**src/rtl/fb_port_arbiter_if.sv**
```systemverilog
// Frame-buffer port bundle: display read port, writer port and the BRAM port.
// master = requesters plus RAM side, slave = the arbiter.
interface fb_port_arbiter_if #(
   parameter int AW = 19,
   parameter int DW = 12
);
   logic          disp_req;
   logic [AW-1:0] disp_addr;
   logic [DW-1:0] disp_rdata;
   logic          disp_rvalid;
   logic          wr_req;
   logic [AW-1:0] wr_addr;
   logic [DW-1:0] wr_data;
   logic          wr_ack;
   logic [AW-1:0] mem_addr;
   logic [DW-1:0] mem_wdata;
   logic          mem_we;
   logic [DW-1:0] mem_rdata;

   modport master (
      output disp_req, disp_addr, wr_req, wr_addr, wr_data, mem_rdata,
      input  disp_rdata, disp_rvalid, wr_ack, mem_addr, mem_wdata, mem_we
   );

   modport slave (
      input  disp_req, disp_addr, wr_req, wr_addr, wr_data, mem_rdata,
      output disp_rdata, disp_rvalid, wr_ack, mem_addr, mem_wdata, mem_we
   );
endinterface

```
**src/rtl/fb_port_arbiter.sv**
```systemverilog
// Single-port frame-buffer arbiter: display reads always win, writes fill idle cycles.
// Define FB_ARB_STATS_EN to build the rd_cnt/wr_cnt issue counters (tied to zero otherwise).
//
// state  | meaning
// -------+-----------------------------------------------
// S_IDLE | no RAM access issued this cycle
// S_RD   | display read address on mem_addr
// S_WR   | write on mem_addr/mem_wdata, mem_we and wr_ack high
module fb_port_arbiter #(
   parameter int AW          = 19,
   parameter int DW          = 12,
   parameter int RD_LAT      = 1,
   parameter int MAX_WAIT    = 800,
   parameter int VBLANK_ONLY = 0
) (
   input  logic             pclk,
   input  logic             rstn,
   fb_port_arbiter_if.slave fb,
   input  logic             vblank,
   input  logic             clr_starve,
   output logic             wr_starve,
   output logic [15:0]      rd_cnt,
   output logic [15:0]      wr_cnt
);

   typedef enum logic [1:0] {S_IDLE, S_RD, S_WR} state_t;

   localparam logic [15:0] WAIT_TC = 16'(MAX_WAIT - 1);

   state_t          state;
   logic            wr_ok, rd_go, wr_go, waiting;
   logic [AW-1:0]   addr_q;
   logic [DW-1:0]   wdata_q, rdata_q;
   logic            we_q, ack_q;
   logic [15:0]     wait_cnt;
   logic [RD_LAT:0] vld;

   always_comb begin
      wr_ok   = (VBLANK_ONLY != 0) ? vblank : 1'b1;
      rd_go   = fb.disp_req;
      // no write right after a write, so the writer can drop wr_req after its ack
      wr_go   = !fb.disp_req && fb.wr_req && wr_ok && (state != S_WR);
      waiting = fb.wr_req && !wr_go;
   end

   always_ff @(posedge pclk or negedge rstn) begin
      if (!rstn) begin
         state     <= S_IDLE;
         addr_q    <= '0;
         wdata_q   <= '0;
         we_q      <= 1'b0;
         ack_q     <= 1'b0;
         wait_cnt  <= '0;
         wr_starve <= 1'b0;
      end else begin
         we_q  <= 1'b0;
         ack_q <= 1'b0;
         if (rd_go) begin
            state  <= S_RD;
            addr_q <= fb.disp_addr;
         end else if (wr_go) begin
            state   <= S_WR;
            addr_q  <= fb.wr_addr;
            wdata_q <= fb.wr_data;
            we_q    <= 1'b1;
            ack_q   <= 1'b1;
         end else begin
            state <= S_IDLE;
         end

         if (waiting && wait_cnt == WAIT_TC)
            wr_starve <= 1'b1;
         else if (clr_starve)
            wr_starve <= 1'b0;

         if (!waiting)
            wait_cnt <= '0;
         else if (wait_cnt != 16'hFFFF)
            wait_cnt <= wait_cnt + 16'd1;
      end
   end

   // vld[0] marks an address launched this edge; rdata is captured RD_LAT edges later
   always_ff @(posedge pclk or negedge rstn) begin
      if (!rstn) begin
         vld     <= '0;
         rdata_q <= '0;
      end else begin
         vld <= {vld[RD_LAT-1:0], rd_go};
         if (vld[RD_LAT-1])
            rdata_q <= fb.mem_rdata;
      end
   end

   assign fb.mem_addr    = addr_q;
   assign fb.mem_wdata   = wdata_q;
   assign fb.mem_we      = we_q;
   assign fb.wr_ack      = ack_q;
   assign fb.disp_rvalid = vld[RD_LAT];
   assign fb.disp_rdata  = rdata_q;

`ifdef FB_ARB_STATS_EN
   always_ff @(posedge pclk or negedge rstn) begin
      if (!rstn) begin
         rd_cnt <= '0;
         wr_cnt <= '0;
      end else begin
         if (rd_go) rd_cnt <= rd_cnt + 16'd1;
         if (wr_go) wr_cnt <= wr_cnt + 16'd1;
      end
   end
`else
   assign rd_cnt = 16'h0000;
   assign wr_cnt = 16'h0000;
`endif

endmodule
```
**src/flat_wrapper.sv**
```systemverilog
// flat-port wrapper written by rule: the top's interface ports become plain ports
module fb_port_arbiter_flat 
#(
   parameter int AW          = 19,
   parameter int DW          = 12,
   parameter int RD_LAT      = 1,
   parameter int MAX_WAIT    = 800,
   parameter int VBLANK_ONLY = 0
)
  (pclk, rstn, vblank, clr_starve, wr_starve, rd_cnt, wr_cnt, fb_disp_req, fb_disp_addr, fb_wr_req, fb_wr_addr, fb_wr_data, fb_mem_rdata, fb_disp_rdata, fb_disp_rvalid, fb_wr_ack, fb_mem_addr, fb_mem_wdata, fb_mem_we);
  fb_port_arbiter_if #(.AW(AW), .DW(DW)) fb_i ();
  input  logic pclk;
  input  logic rstn;
  input  logic vblank;
  input  logic clr_starve;
  output logic wr_starve;
  output logic [15:0] rd_cnt;
  output logic [15:0] wr_cnt;
  input wire logic [$bits(fb_i.disp_req)-1:0] fb_disp_req;
  input wire logic [$bits(fb_i.disp_addr)-1:0] fb_disp_addr;
  input wire logic [$bits(fb_i.wr_req)-1:0] fb_wr_req;
  input wire logic [$bits(fb_i.wr_addr)-1:0] fb_wr_addr;
  input wire logic [$bits(fb_i.wr_data)-1:0] fb_wr_data;
  input wire logic [$bits(fb_i.mem_rdata)-1:0] fb_mem_rdata;
  output wire logic [$bits(fb_i.disp_rdata)-1:0] fb_disp_rdata;
  output wire logic [$bits(fb_i.disp_rvalid)-1:0] fb_disp_rvalid;
  output wire logic [$bits(fb_i.wr_ack)-1:0] fb_wr_ack;
  output wire logic [$bits(fb_i.mem_addr)-1:0] fb_mem_addr;
  output wire logic [$bits(fb_i.mem_wdata)-1:0] fb_mem_wdata;
  output wire logic [$bits(fb_i.mem_we)-1:0] fb_mem_we;
  assign fb_i.disp_req = fb_disp_req;
  assign fb_i.disp_addr = fb_disp_addr;
  assign fb_i.wr_req = fb_wr_req;
  assign fb_i.wr_addr = fb_wr_addr;
  assign fb_i.wr_data = fb_wr_data;
  assign fb_i.mem_rdata = fb_mem_rdata;
  assign fb_disp_rdata = fb_i.disp_rdata;
  assign fb_disp_rvalid = fb_i.disp_rvalid;
  assign fb_wr_ack = fb_i.wr_ack;
  assign fb_mem_addr = fb_i.mem_addr;
  assign fb_mem_wdata = fb_i.mem_wdata;
  assign fb_mem_we = fb_i.mem_we;
  fb_port_arbiter #(.AW(AW), .DW(DW), .RD_LAT(RD_LAT), .MAX_WAIT(MAX_WAIT), .VBLANK_ONLY(VBLANK_ONLY)) u_core (.pclk(pclk), .rstn(rstn), .fb(fb_i), .vblank(vblank), .clr_starve(clr_starve), .wr_starve(wr_starve), .rd_cnt(rd_cnt), .wr_cnt(wr_cnt));
endmodule
```
**config.mk**
```make
export PLATFORM = sky130hd
export DESIGN_NAME = fb_port_arbiter_flat
export DESIGN_NICKNAME = d
export VERILOG_FILES = /design/src/rtl/fb_port_arbiter_if.sv /design/src/rtl/fb_port_arbiter.sv /design/src/flat_wrapper.sv
export SDC_FILE = /design/constraint.sdc
export NUM_CORES = 1
export LEC_CHECK = 0
export ABC_AREA = 1
export BUFFER_PORTS_ARGS = -buffer_cell sky130_fd_sc_hd__buf_2
export CORE_MARGIN = 3
export CORE_UTILIZATION = 44
export CTS_BUF_LIST = sky130_fd_sc_hd__clkbuf_4
export DETAILED_ROUTE_END_ITERATION = 6
export GPL_ROUTABILITY_DRIVEN = 0
export PLACE_DENSITY = 0.79
export SETUP_SLACK_MARGIN = 0.1
export SKIP_LAST_GASP = 1
export SYNTH_ARGS = -nofsm -noshare
export SYNTH_HDL_FRONTEND = slang
export SYNTH_SLANG_ARGS = --single-unit
```
**constraint.sdc**
```tcl
create_clock -name pclk -period 1.3 [get_ports pclk]
set_input_delay 0.065 -clock pclk [delete_from_list [all_inputs] [get_ports pclk]]
set_output_delay 0.065 -clock pclk [all_outputs]
set_load 0.02 [all_outputs]
```
* Word level (Yosys, flattened, before mapping)
Index checks and enable logic that the tools add are counted.
** Operators by class
- Order comparisons :: 0
- Divide/modulo/power cells :: 0
- Add/sub/neg operators :: 1
- Multipliers :: 0
- Bitwise logic cells :: 1
- Reductions and logical operators :: 9
- Shifts and indexed selects :: 0
- Multiplexer cells :: 10
- Equal/unequal tests :: 4
** Operator list (number)
- $mux W19 :: 2
- $mux W16 :: 2
- $add A16 B1 Y16 const B :: 1
- $eq A16 B10 Y1 const B :: 1
- $ne A16 B16 Y1 const B :: 1
- $logic_and A1 B1 Y1 :: 4
- $mux W1 :: 4
- $mux W2 :: 2
- $ne A2 B2 Y1 const B :: 2
- $reduce_bool A2 Y1 :: 2
- $logic_not A1 Y1 :: 2
- $reduce_and A2 Y1 :: 1
- $not A1 Y1 :: 1
** Word-level totals
- Memory bits (read-only) :: 0
- Register bits :: 65
- Output and inout bits :: 79
- Latch bits :: 0
- Input bits :: 68
- Memories :: 0
- Word-level logic and storage cells :: 33
- Memory bits (writable) :: 0

* Logic depth before layout (Yosys ltp)
Gate-level depths: netlist of run 1.
- Depth in word-level cells :: 7
- Gate-level depth with buffers :: 8
- Depth with buffers taken out :: 8

* Worst setup path before layout of run 1
Ideal clock, no wire load.
- Path type :: register to register
- Start :: reg u_core.wait_cnt[0]
- End :: reg u_core.wait_cnt[0]
- Cell stages (with the launch flop) :: 9
- Setup slack :: 0.038 ns
- Arrival :: 1.144 ns
- Path buffers :: 0
- Library setup time :: 0.117 ns
- Required time :: 1.183 ns
- Clock period less this slack :: 1.262 ns
- Cells stage by stage :: dfrtp_1 ha_1 nand2_1 nor2_1 nand2_1 inv_2 nand3_1 nand3_1 nand2_1
** Between the ends
- Longest elaborated chain between the ends :: 3
- Elaborated cells on any way between the ends :: 5
- Those cells by class :: 1 x add/sub; 2 x eq/ne; 2 x mux
** RTL lines
- start: declaration :: RTL line fb_port_arbiter.sv:35 : logic [15:0] wait_cnt;
- start signal: assignment :: RTL line fb_port_arbiter.sv:79 : wait_cnt <= wait_cnt + 16'd1;
- $add A16 B1 Y16 :: RTL line fb_port_arbiter.sv:79
- $mux W16 :: RTL line fb_port_arbiter.sv:78 : else if (wait_cnt != 16'hFFFF)
- $mux W16 :: RTL line fb_port_arbiter.sv:76 : if (!waiting)
Several ways; a longest one is shown, not always the timed one. The select of a mux whose other input is x is not followed.
A chain may end at the register's enable or synchronous reset.

* Worst setup path in the final report of run 1
- Start :: reg u_core.wait_cnt[8]
- End :: reg u_core.wait_cnt[5]
** Between the ends
- Longest elaborated chain between the ends :: 2
** RTL lines (RTL line)
- $ne A16 B16 Y1 :: fb_port_arbiter.sv:78
- $ne A2 B2 Y1 (no source line)
Every way passes these cells.

==> impl_results.md, run 1 <==
* Drt via density at 6.02
* Critical Path Fanout Max at 8
* Drt total wl at 16,700 um
* Die H at 90.4 um
* CP arrival at 2090 ps
* Asr flop ratio synth at 1.00
* RSZ-0062 raised after global routing: true
* Reg clk slew, reported paths at 160 ps
* Routed length per instance at 23.8 um
* Final WS setup at -428 ps
* Setup TNS at -6530 ps
* Share of the synthesized area in the top cell type at 0.503
* Final Setup Violations at 42
* Setup CP Type: reg2reg
* Final Max Slew Viols at 0
* PortBufs at 113
* Syn Area/Cell at 7.99 um2
* Global-route wire length before repair at 20,500 um
* Pin count of the biggest net entering global routing at 64
* DRT iter0 DRCs at 761
* Top FF cell, synth: dfrtp_1
* HPWL after DPL at 5990 um
* Final min period at 1730 ps
* Core Area at 6830 um2
* Layout cells sized above 1 at 0.383
* Root buffer cell: clkbuf_4
* Failing checks: negative hold slack, negative setup slack
* Final hold slack at -10.6 ps
* CTS Buffer Depth at 2
* Cell taking the most area after synthesis: dfrtp_1
* # nets final at 669
* Worst setup EP type: flip-flop
* Most instantiated cells after synthesis: 156 x nand2_1, 63 x dfrtp_1, 34 x nor2_1
* Mapped Area at 3130 um2
* Htree depth at 3
* Register area share after synthesis at 0.503
* Design area at 5180 um2
* #FFs+latches synth at 63
* Warnings from Yosys at 0
* Clk sinks at 63
* Netlist cell types at 28
* Tcrit/Tclk final at 1.33
* Final Non-Filler Cells at 702
* Power Density at 1020 nW/um2
* Post-DRT Antenna Nets at 0
* Worst VDD drop at 0.837 mV
* Row cnt at 30
* Outcome: finished with violations
* Grt total ovfl at 0
* Die width at 90.4 um
* Total CTS buffers at 9
* Die area at 8170 um2
* CTS tree: built
* CP Launch Type: flip-flop
* Final worst clock skew at 35.6 ps
* Max Cap Violations at 0
* Total I/O pin count at 147
* Layout fillers at 362
* Area contributors post-synth: dfrtp_1 50%, nand2_1 19%, buf_4 7.9%, nor2_1 4.1%, a31oi_1 3.8%
* Fmax at 579 MHz
* Hold Fails Final Rpt at 1
* Area Growth Syn to Fin at 65.4%
* Vias in the first global route at 3,979
* Post-synth EDFFs at 0
* Starting Density at 0.459
* Initial antenna violation count at 1
* Min-Delay Path Class: in2reg
* DRT Pass-1 Iters at 7
* Total vias in the final route at 4,227
* Leak Pwr at 2.67 nW
* Post-Syn Instances at 392
* Post-route DRC violation count at 0
* Most common cell in the synthesized netlist: nand2_1
* WP data required at 1660 ps
* PnR Total Power at 0.00531 W
* GRT Total Usage at 0.319
* Post-Place Cells at 605
* Clock Latency Late Sink at 470 ps
* Placed cell area at 3800 um2
[power by group]
group / leakage (nW) / total [W] / internal [W] / switching [W]
Sequential: 0.782 / 0.00230 / 0.00213 / 0.000174
Combinational: 1.81 / 0.00145 / 0.000567 / 0.000882
Clock: 0.0773 / 0.00156 / 0.000605 / 0.000955
[sequential cells by signal, indices dropped and copies added, names as in the netlist]
signal	flops
u_core.state	2
u_core.wait_cnt	16
u_core.fb.mem_wdata	12
u_core.fb.mem_addr	19
u_core.wr_starve	1
u_core.vld	1
u_core.fb.disp_rdata	12
[routing by layer]
| layer | share of wire | global-route usage | up-vias | wire [um] |
|---|---|---|---|---|
| li1 | - | - | 1598 | - |
| met1 | 0.33 | 0.366 | 1921 | 5470 |
| met2 | 0.44 | 0.519 | 532 | 7360 |
| met3 | 0.14 | 0.0908 | 176 | 2390 |
| met4 | 0.089 | 0.213 | 0 | 1490 |
| met5 | 0 | 0 | - | 0 |
[critical path: stages (launching register included)]
cell     delay [ps]
dfrtp_1         480
nand2_1         180
inv_1           180
nand3_2         150
inv_2           140
nand4_4         260
nand2_2         250
[worst paths after layout]
check / start / endpoint / slack, ps / cells past startpoint
min in group asynchronous: rstn / u_core.fb.disp_rdata[11]$_DFFE_PN0P_ / 130 / 3
worst min-delay path: fb_disp_req / u_core.state[0]$_DFF_PN0_ / -10 / 2
worst max-delay path: u_core.wait_cnt[8]$_DFFE_PN0P_ / u_core.wait_cnt[5]$_DFFE_PN0P_ / -430 / 6
max in group asynchronous: rstn / u_core.wait_cnt[11]$_DFFE_PN0P_ / 860 / 3
worst min register to register: u_core.wr_starve$_DFFE_PN0P_ / u_core.wr_starve$_DFFE_PN0P_ / 480 / 2
worst max register to register: u_core.wait_cnt[8]$_DFFE_PN0P_ / u_core.wait_cnt[5]$_DFFE_PN0P_ / -430 / 6
[through the flow]
stage	worst slack (ps)	utilization
finish	-428	0.759
global route	-417	0.759
CTS	-25.5	0.701
detailed placement	-119	0.556
global placement	-21.4	0.556
floorplan	42.9	-
[layout by cell type (no fill, tap or decap), drive strengths merged]
cell	count
dfrtp	63
clkbuf	10
dlygate4sd3	64
clkinvlp	3
xor2	1
conb	32
a21boi	2
inv	23
bufinv	1
o21ai	7
diode	1
buf	147
nand4	7
or2	2
nor2	35
nand2	158
o21bai	1
nand3	24
ha	1
clkinv	2
a31oi	19
nor3	3
[area by class of cell]
class,count,area (um2),share of cell area
repair buffers,212,1640,0.316
multi-input cells,292,1600,0.309
clock buffers,9,67.6,0.0130
repair inverters,1,7.51,0.00145
diodes,1,2.50,0.000483
well taps,96,120,0.0232
flip-flops and latches,63,1580,0.305
inverters,21,87.6,0.0169
clock inverters,7,77.6,0.0150
[logic make-up (layout without fill, tap and decap cells)]
| logic type | Yosys count | in the layout | synth area share |
|---|---|---|---|
| other cells | 1 | 33 | 0.00120 |
| xor+xnor | 1 | 1 | 0.00280 |
| simple gates | 229 | 229 | 0.302 |
| buf+inv | 68 | 250 | 0.129 |
| flops | 63 | 63 | 0.503 |
| compound gates | 29 | 29 | 0.0575 |
| fa+ha+maj | 1 | 1 | 0.00399 |
[what timing repair did]
item                                    4_1_cts  5_1_grt
endpoints found under the setup margin       19       50
setup buffers                                 2       10
cloned                                        3        2
pin swaps                                     9       20
hold endpoints to repair                    107        0
hold buffers                                 64        0
resized for setup                            25       80
No activity file was read; power rests on OpenSTA's default activity.
==> run 2, diff against run 1 <==
--- a/config.mk
+++ b/config.mk
@@ -12,6 +12,7 @@
 export CTS_BUF_LIST = sky130_fd_sc_hd__clkbuf_4
 export DETAILED_ROUTE_END_ITERATION = 6
 export GPL_ROUTABILITY_DRIVEN = 0
+export GPL_TIMING_DRIVEN = 0
 export PLACE_DENSITY = 0.79
 export SETUP_SLACK_MARGIN = 0.1
 export SKIP_LAST_GASP = 1
==> run 2 against run 1 <==
  * Hold slack improved by 120 ps
  * Critical path depth did not move
  * Total power decreased by 1.2%
  * Maximum frequency rose by 3.6%
  * Non-clock buffer count up 29
  * Die area did not move
  * Via count grew 1.2%
  * Final cell count grew 3.8%
  * Combinational power rose by 4%
  * Critical endpoint is now u_core.wait_cnt[15]$_DFFE_PN0P_
  * The flow finishes with violations (negative setup slack)
  * Clock power down 7%
  * Clock-buffer cell count increased by 2
  * Critical path type unchanged
==> impl_results.md, run 2 (synthesis results as in run 1) <==
* Final min period at 1670 ps (-60.0 ps)
* Root buffer cell: clkbuf_4
* Least-Margin Pin Slew at 799 ps
* Slew margin rel. at 0.468
* Worst setup path start: u_core.wait_cnt[8]$_DFFE_PN0P_
* Reg area at 1580 um2 (about the same)
* Area Growth Syn to Fin at 69.6%
* Total I/O pin count at 147 (unchanged)
* Final Non-Filler Cells at 729 (+3.8%)
* Starting Density at 0.459 (unchanged)
* Htree depth at 3 (unchanged)
* Drt via density at 5.87 (-2.6%)
* Final WS setup at -368 ps (+60.0 ps)
* Worst setup EP type: flip-flop
* Clk sinks at 63 (unchanged)
* Worst r2r src: u_core.wait_cnt[8]$_DFFE_PN0P_
* CP arrival at 2020 ps (-70 ps)
* Core Area at 6830 um2 (unchanged)
* Final Max Slew Viols at 0 (unchanged)
* Grt total ovfl at 0 (unchanged)
* Global-route wire length before repair at 18,900 um (-7.5%)
* Most common cell after layout, fill and taps aside: nand2_1
* Worst VDD drop at 0.676 mV (-19%)
* Power Internal at 0.00336 W (+1.9%)
* Layout cells sized above 1 at 0.400 (+0.0162)
* Setup CP Type: reg2reg
* Die area at 8170 um2 (unchanged)
* Tcrit/Tclk final at 1.28 (-0.0462)
* Total vias in the final route at 4,277 (+1.2%)
* Drt total wl at 15,700 um (-5.8%)
* Die width at 90.4 um (unchanged)
* HPWL after DPL at 5780 um (-3.4%)
* Sequential share of power at 0.436 (+0.003)
* Worst reg-to-reg setup slack at -370 ps (+60 ps)
* # nets final at 697 (+4.2%)
* Dpl ws at -258 ps (-139 ps)
* Post-route DRC violation count at 0 (unchanged)
* Combinational Power Share at 0.288 (+0.015)
* PnR Total Power at 0.00525 W (-1.2%)
* GRT Total Usage at 0.288 (-0.0312)
* Total CTS buffers at 9 (unchanged)
* RSZ-0062 raised after global routing: true
* Critical Path Sink: u_core.wait_cnt[15]$_DFFE_PN0P_
* Reg clk slew, reported paths at 120 ps (-40 ps)
* FF-to-FF End: u_core.wait_cnt[15]$_DFFE_PN0P_
* CTS tree: built
* Outcome: finished with violations
* Worst R2R Path Depth at 6 (unchanged)
* Switching Fraction at 0.360 (-0.0192)
* Min-Delay Path Class: in2reg
* Most frequent cells in the layout: 151 x nand2_1, 116 x buf_2, 65 x dlygate4sd3_1
* Initial antenna violation count at 0 (-1)
* Max reg flops at 19 (unchanged)
* Placed cell area at 3950 um2 (+4.0%)
* CTS Buffer Depth at 2 (unchanged)
* Pin count of the biggest net entering global routing at 64 (unchanged)
* Layout fillers at 338 (-6.6%)
* Row cnt at 30 (unchanged)
* Clock power share at 0.276 (-0.018)
* Failing checks: negative setup slack
* PortBufs at 113 (unchanged)
* Leak Pwr at 2.79 nW (+4.5%)
* Clock Latency Late Sink at 440 ps (-30 ps)
* Final hold slack at 106 ps (+117 ps)
* DRT Pass-1 Iters at 6 (-1)
* Area occupied by multi-input gates at 1630 um2 (+1.9%)
* Design area at 5320 um2 (+2.6%)
* Die H at 90.4 um (unchanged)
* CP Launch Type: flip-flop
* # diodes at 0 (-1)
* Final worst clock skew at 29.4 ps (-6.15 ps)
* DRT iter0 DRCs at 679 (-11%)
* Post-Place Cells at 632 (+4.5%)
* Final Setup Violations at 38 (-9.5%)
* Psw at 0.00189 W (-6.2%)
* Max Cap Violations at 0 (unchanged)
* Fmax at 600 MHz (+3.6%)
* Vias in the first global route at 3,880 (-2.5%)
* Power Density at 987 nW/um2 (-3.6%)
* Hold Fails Final Rpt at 0 (-1)
* Routed length per instance at 21.6 um (-9.2%)
* Post-DRT Antenna Nets at 0 (unchanged)
* Critical Path Fanout Max at 6 (-2)
* WP data required at 1650 ps (about the same)
run 2: cell count changes in the layout (fill, tap and decap cells not counted), sizes merged:
cell and change:
clkbuf +3, clkinv +1, inv -2, buf +27
dlygate4sd3 +1, clkinvlp -2, diode -1
run 2: power groups by stage:
stage	logic (W)	clock network, W	registers [W]
finish	0.00151	0.00145	0.00229
global route	0.00157	0.00149	0.00229
CTS	0.00119	0.00132	0.00222
detailed placement	0.000993	0	0.00225
global placement	0.000974	0	0.00225
floorplan	0.000406	0	0.00245
run 2: worst min path at each step:
stage / start / to / cells after the start
2_1_floorplan: rstn / u_core.fb.disp_rdata[0]$_DFFE_PN0P_ / 0
4_1_cts: rstn / u_core.vld[1]$_DFF_PN0_ / 1
5_1_grt: fb_wr_req / u_core.fb.mem_wdata[11]$_DFFE_PN0P_ / 5
6_report: fb_wr_req / u_core.fb.mem_wdata[11]$_DFFE_PN0P_ / 5
3_5_place_dp: fb_disp_req / u_core.state[0]$_DFF_PN0_ / 1
3_3_place_gp: fb_disp_req / u_core.state[0]$_DFF_PN0_ / 1
run 2: final cells by class:
class | instances | share of cell area
clock buffer | 11 | 0.0155
tap | 96 | 0.0226
inverter | 21 | 0.0158
timing repair buffer | 195 | 0.264
clock inverter | 5 | 0.00942
buffer | 46 | 0.0692
multi-input combinational | 292 | 0.307
sequential | 63 | 0.297
run 2: stage by stage:
| stage | util | TNS [ps] |
|---|---|---|
| finish | 0.778 | -5570 |
| global route | 0.778 | -6460 |
| CTS | 0.721 | -10.8 |
| detailed placement | 0.578 | -7480 |
| global placement | 0.578 | -3230 |
| floorplan | - | 0 |
run 2: what timing repair did:
action | CTS | global route
buffers inserted | 10 | 5
hold endpoints to repair | 45 | 63
gates cloned | 1 | 1
setup endpoints to repair | 47 | 56
hold buffers | 64 | 1
gates resized for setup | 30 | 72
pin swaps | 10 | 8
run 2: critical path: stages (launching register included):
cell and delay, ps:
dfrtp_1 440, nand2_1 180, nor2_2 290, nand2_1 170
o21ai_0 300, nand3_1 120, nand2_1 80
run 2: layer usage:
metal / share of wire / global-route usage
met1: 0.33 / 0.321
met2: 0.44 / 0.504
met3: 0.14 / 0.0792
met4: 0.085 / 0.145
met5: 0 / 0
==> run 3, diff against run 2 <==
--- a/config.mk
+++ b/config.mk
@@ -8,12 +8,12 @@
 export ABC_AREA = 1
 export BUFFER_PORTS_ARGS = -buffer_cell sky130_fd_sc_hd__buf_2
 export CORE_MARGIN = 3
-export CORE_UTILIZATION = 44
-export CTS_BUF_LIST = sky130_fd_sc_hd__clkbuf_4
+export CORE_UTILIZATION = 42
+export CTS_BUF_LIST = sky130_fd_sc_hd__clkbuf_16
 export DETAILED_ROUTE_END_ITERATION = 6
 export GPL_ROUTABILITY_DRIVEN = 0
 export GPL_TIMING_DRIVEN = 0
-export PLACE_DENSITY = 0.79
+export PLACE_DENSITY = 0.76
 export SETUP_SLACK_MARGIN = 0.1
 export SKIP_LAST_GASP = 1
 export SYNTH_ARGS = -nofsm -noshare
==> run 3 against run 2 <==
  * First-iteration DRC count down 68%
  * Critical path depth up 1
  * Sequential power down 2%
  * Clock-buffer cell count down 2
  * Total power up 9.7%
  * Flip-flop and latch count unchanged
  * Worst setup slack better by 340 ps
  * Maximum frequency up 26%
  * Global-route usage down 7.3 points
  * Clock power up 57%
  * Critical endpoint is now u_core.wait_cnt[10]$_DFFE_PN0P_
  * The run still ends with negative setup slack left
  * Via count down 23%
  * Register-to-register slack better by 340 ps
  * Largest cell class is now sequential cells
==> impl_results.md, run 3 (synthesis results as in run 1) <==
* Fin util at 0.716 (-0.0616)
* Starting Density at 0.446 (-0.0123)
* Die area at 8530 um2 (+4.5%)
* Least-Margin Pin Slew at 794 ps (-4.59 ps)
* Failing checks: negative setup slack
* GRT Total Usage at 0.215 (-0.0729)
* Reg clk slew, reported paths at 60 ps (-60 ps)
* Dpl ws at -233 ps (+24.6 ps)
* WP data required at 1560 ps (-90 ps)
* Initial antenna violation count at 0 (unchanged)
* # nets final at 669 (-4.0%)
* Worst setup EP type: flip-flop
* # diodes at 0 (unchanged)
* Total CTS buffers at 9 (unchanged)
* Routed length per instance at 13.7 um (-36%)
* Grt total ovfl at 0 (unchanged)
* Most frequent cells in the layout: 152 x nand2_1, 117 x buf_2, 62 x dfrtp_1
* Final Setup Violations at 12 (-68%)
* Placed cell area at 3950 um2 (unchanged)
* CP Launch Type: flip-flop
* Max Cap Violations at 0 (unchanged)
* Final WS setup at -28.4 ps (+339 ps)
* Setup CP Type: reg2reg
* Worst VDD drop at 0.954 mV (+41%)
* Critical Path Fanout Max at 4 (-2)
* Min-Delay Path Class: in2reg
* HPWL after DPL at 5890 um (+1.9%)
* Area Growth Syn to Fin at 60.5%
* RSZ-0062 raised after global routing: true
* Pin count of the biggest net entering global routing at 64 (unchanged)
* Htree depth at 3 (unchanged)
* CTS tree: built
* Most common cell after layout, fill and taps aside: nand2_1
* Total I/O pin count at 147 (unchanged)
* DRT iter0 DRCs at 216 (-68%)
* CTS Buffer Depth at 2 (unchanged)
* Power Density at 1140 nW/um2 (+16%)
* Drt via density at 4.71 (-20%)
* Max reg flops at 19 (unchanged)
* Die H at 92.4 um (+2.2%)
* Outcome: finished with violations
* PnR Total Power at 0.00576 W (+9.7%)
* Final Max Slew Viols at 0 (unchanged)
* Clock Latency Late Sink at 320 ps (-120 ps)
* Clk sinks at 63 (unchanged)
* DRT Pass-1 Iters at 6 (unchanged)
* Drt total wl at 9610 um (-39%)
* Die width at 92.4 um (+2.2%)
* PortBufs at 113 (unchanged)
* Root buffer cell: clkbuf_16
* Fmax at 753 MHz (+26%)
* Design area at 5030 um2 (-5.4%)
* Total vias in the final route at 3,297 (-23%)
* Post-DRT Antenna Nets at 0 (unchanged)
* Hold Fails Final Rpt at 0 (unchanged)
* Vias in the first global route at 3,269 (-16%)
* Tcrit/Tclk final at 1.02 (-0.261)
* Layout cells sized above 1 at 0.384 (-0.0156)
* Row cnt at 30 (unchanged)
* Post-route DRC violation count at 0 (unchanged)
* Final worst clock skew at 7.71 ps (-21.7 ps)
* Leak Pwr at 2.71 nW (-2.8%)
* Core Area at 7020 um2 (+2.7%)
* CP arrival at 1590 ps (-430 ps)
* Global-route wire length before repair at 14,700 um (-22%)
* Slew margin rel. at 0.471 (+0.00306)
* Final min period at 1330 ps (-339 ps)
==> run 3: changes by cell type in the layout (fill, tap and decap cells not counted), sizes merged <==
cell         change
dlygate4sd3     -28
inv              +1
clkbuf           -4
buf              +2
==> run 3: through the flow <==
| step | hold WS (ps) | TNS [ps] | std cells |
|---|---|---|---|
| 5_1_grt | 11.8 | -1350 | 700 |
| 3_3_place_gp | 219 | -4110 | 632 |
| 4_1_cts | 0.306 | -4.89 | 696 |
| 6_report | 4.00 | -169 | 700 |
| 2_1_floorplan | -231 | 0 | 423 |
| 3_5_place_dp | 222 | -5690 | 632 |
==> run 3: cell type report <==
class	instances	area [um2]
plain buffers	45	362
clock buffers	9	225
clock inverters	6	53.8
fillers	478	1990
inverters	21	86.3
multi-input cells	292	1510
flip-flops and latches	63	1580
well taps	96	120
repair buffers	168	1100
==> run 3: worst max-delay path, cell delays in order, from the launching register on <==
cell and delay (ps):
dfrtp_1 410, ha_4 170, nand2_2 70, nor2_4 130
nand2_4 100, nor2_4 170, nand3_4 120, nand2_2 80
==> run 3: power by group <==
group | switching (W) | internal [W] | leakage (nW)
registers | 0.000110 | 0.00213 | 0.784
logic | 0.000715 | 0.000529 | 1.79
clock network | 0.000824 | 0.00145 | 0.138
==> run 3: timing repair <==
item                                    CTS  global route
hold buffers                             36             1
setup buffers                             9             4
gates resized for setup                  26            49
gates cloned                              4             1
hold endpoints to repair                 34            63
pin swaps                                11            14
endpoints found under the setup margin   46            49
==> run 3: path summary, 6_finish.rpt <==
check | slack [ps] | to | cells after the start | start
max | -30 | u_core.wait_cnt[10]$_DFFE_PN0P_ | 7 | u_core.wait_cnt[1]$_DFFE_PN0P_
min | 4 | u_core.fb.mem_addr[12]$_DFFE_PN0P_ | 3 | fb_wr_addr[12]
max reg2reg | -30 | u_core.wait_cnt[10]$_DFFE_PN0P_ | 7 | u_core.wait_cnt[1]$_DFFE_PN0P_
min reg2reg | 470 | u_core.wr_starve$_DFFE_PN0P_ | 2 | u_core.wr_starve$_DFFE_PN0P_
max in group asynchronous | 360 | u_core.state[1]$_DFF_PN0_ | 2 | rstn
min in group asynchronous | 370 | u_core.fb.mem_wdata[3]$_DFFE_PN0P_ | 2 | rstn
==> run 3: layer usage <==
metal	up-vias	global-route usage	part of all wire
met3	32	0.0422	0.063
met2	147	0.379	0.52
met4	0	0.104	0.034
li1	1598	-	-
met5	-	0	0
met1	1520	0.249	0.38
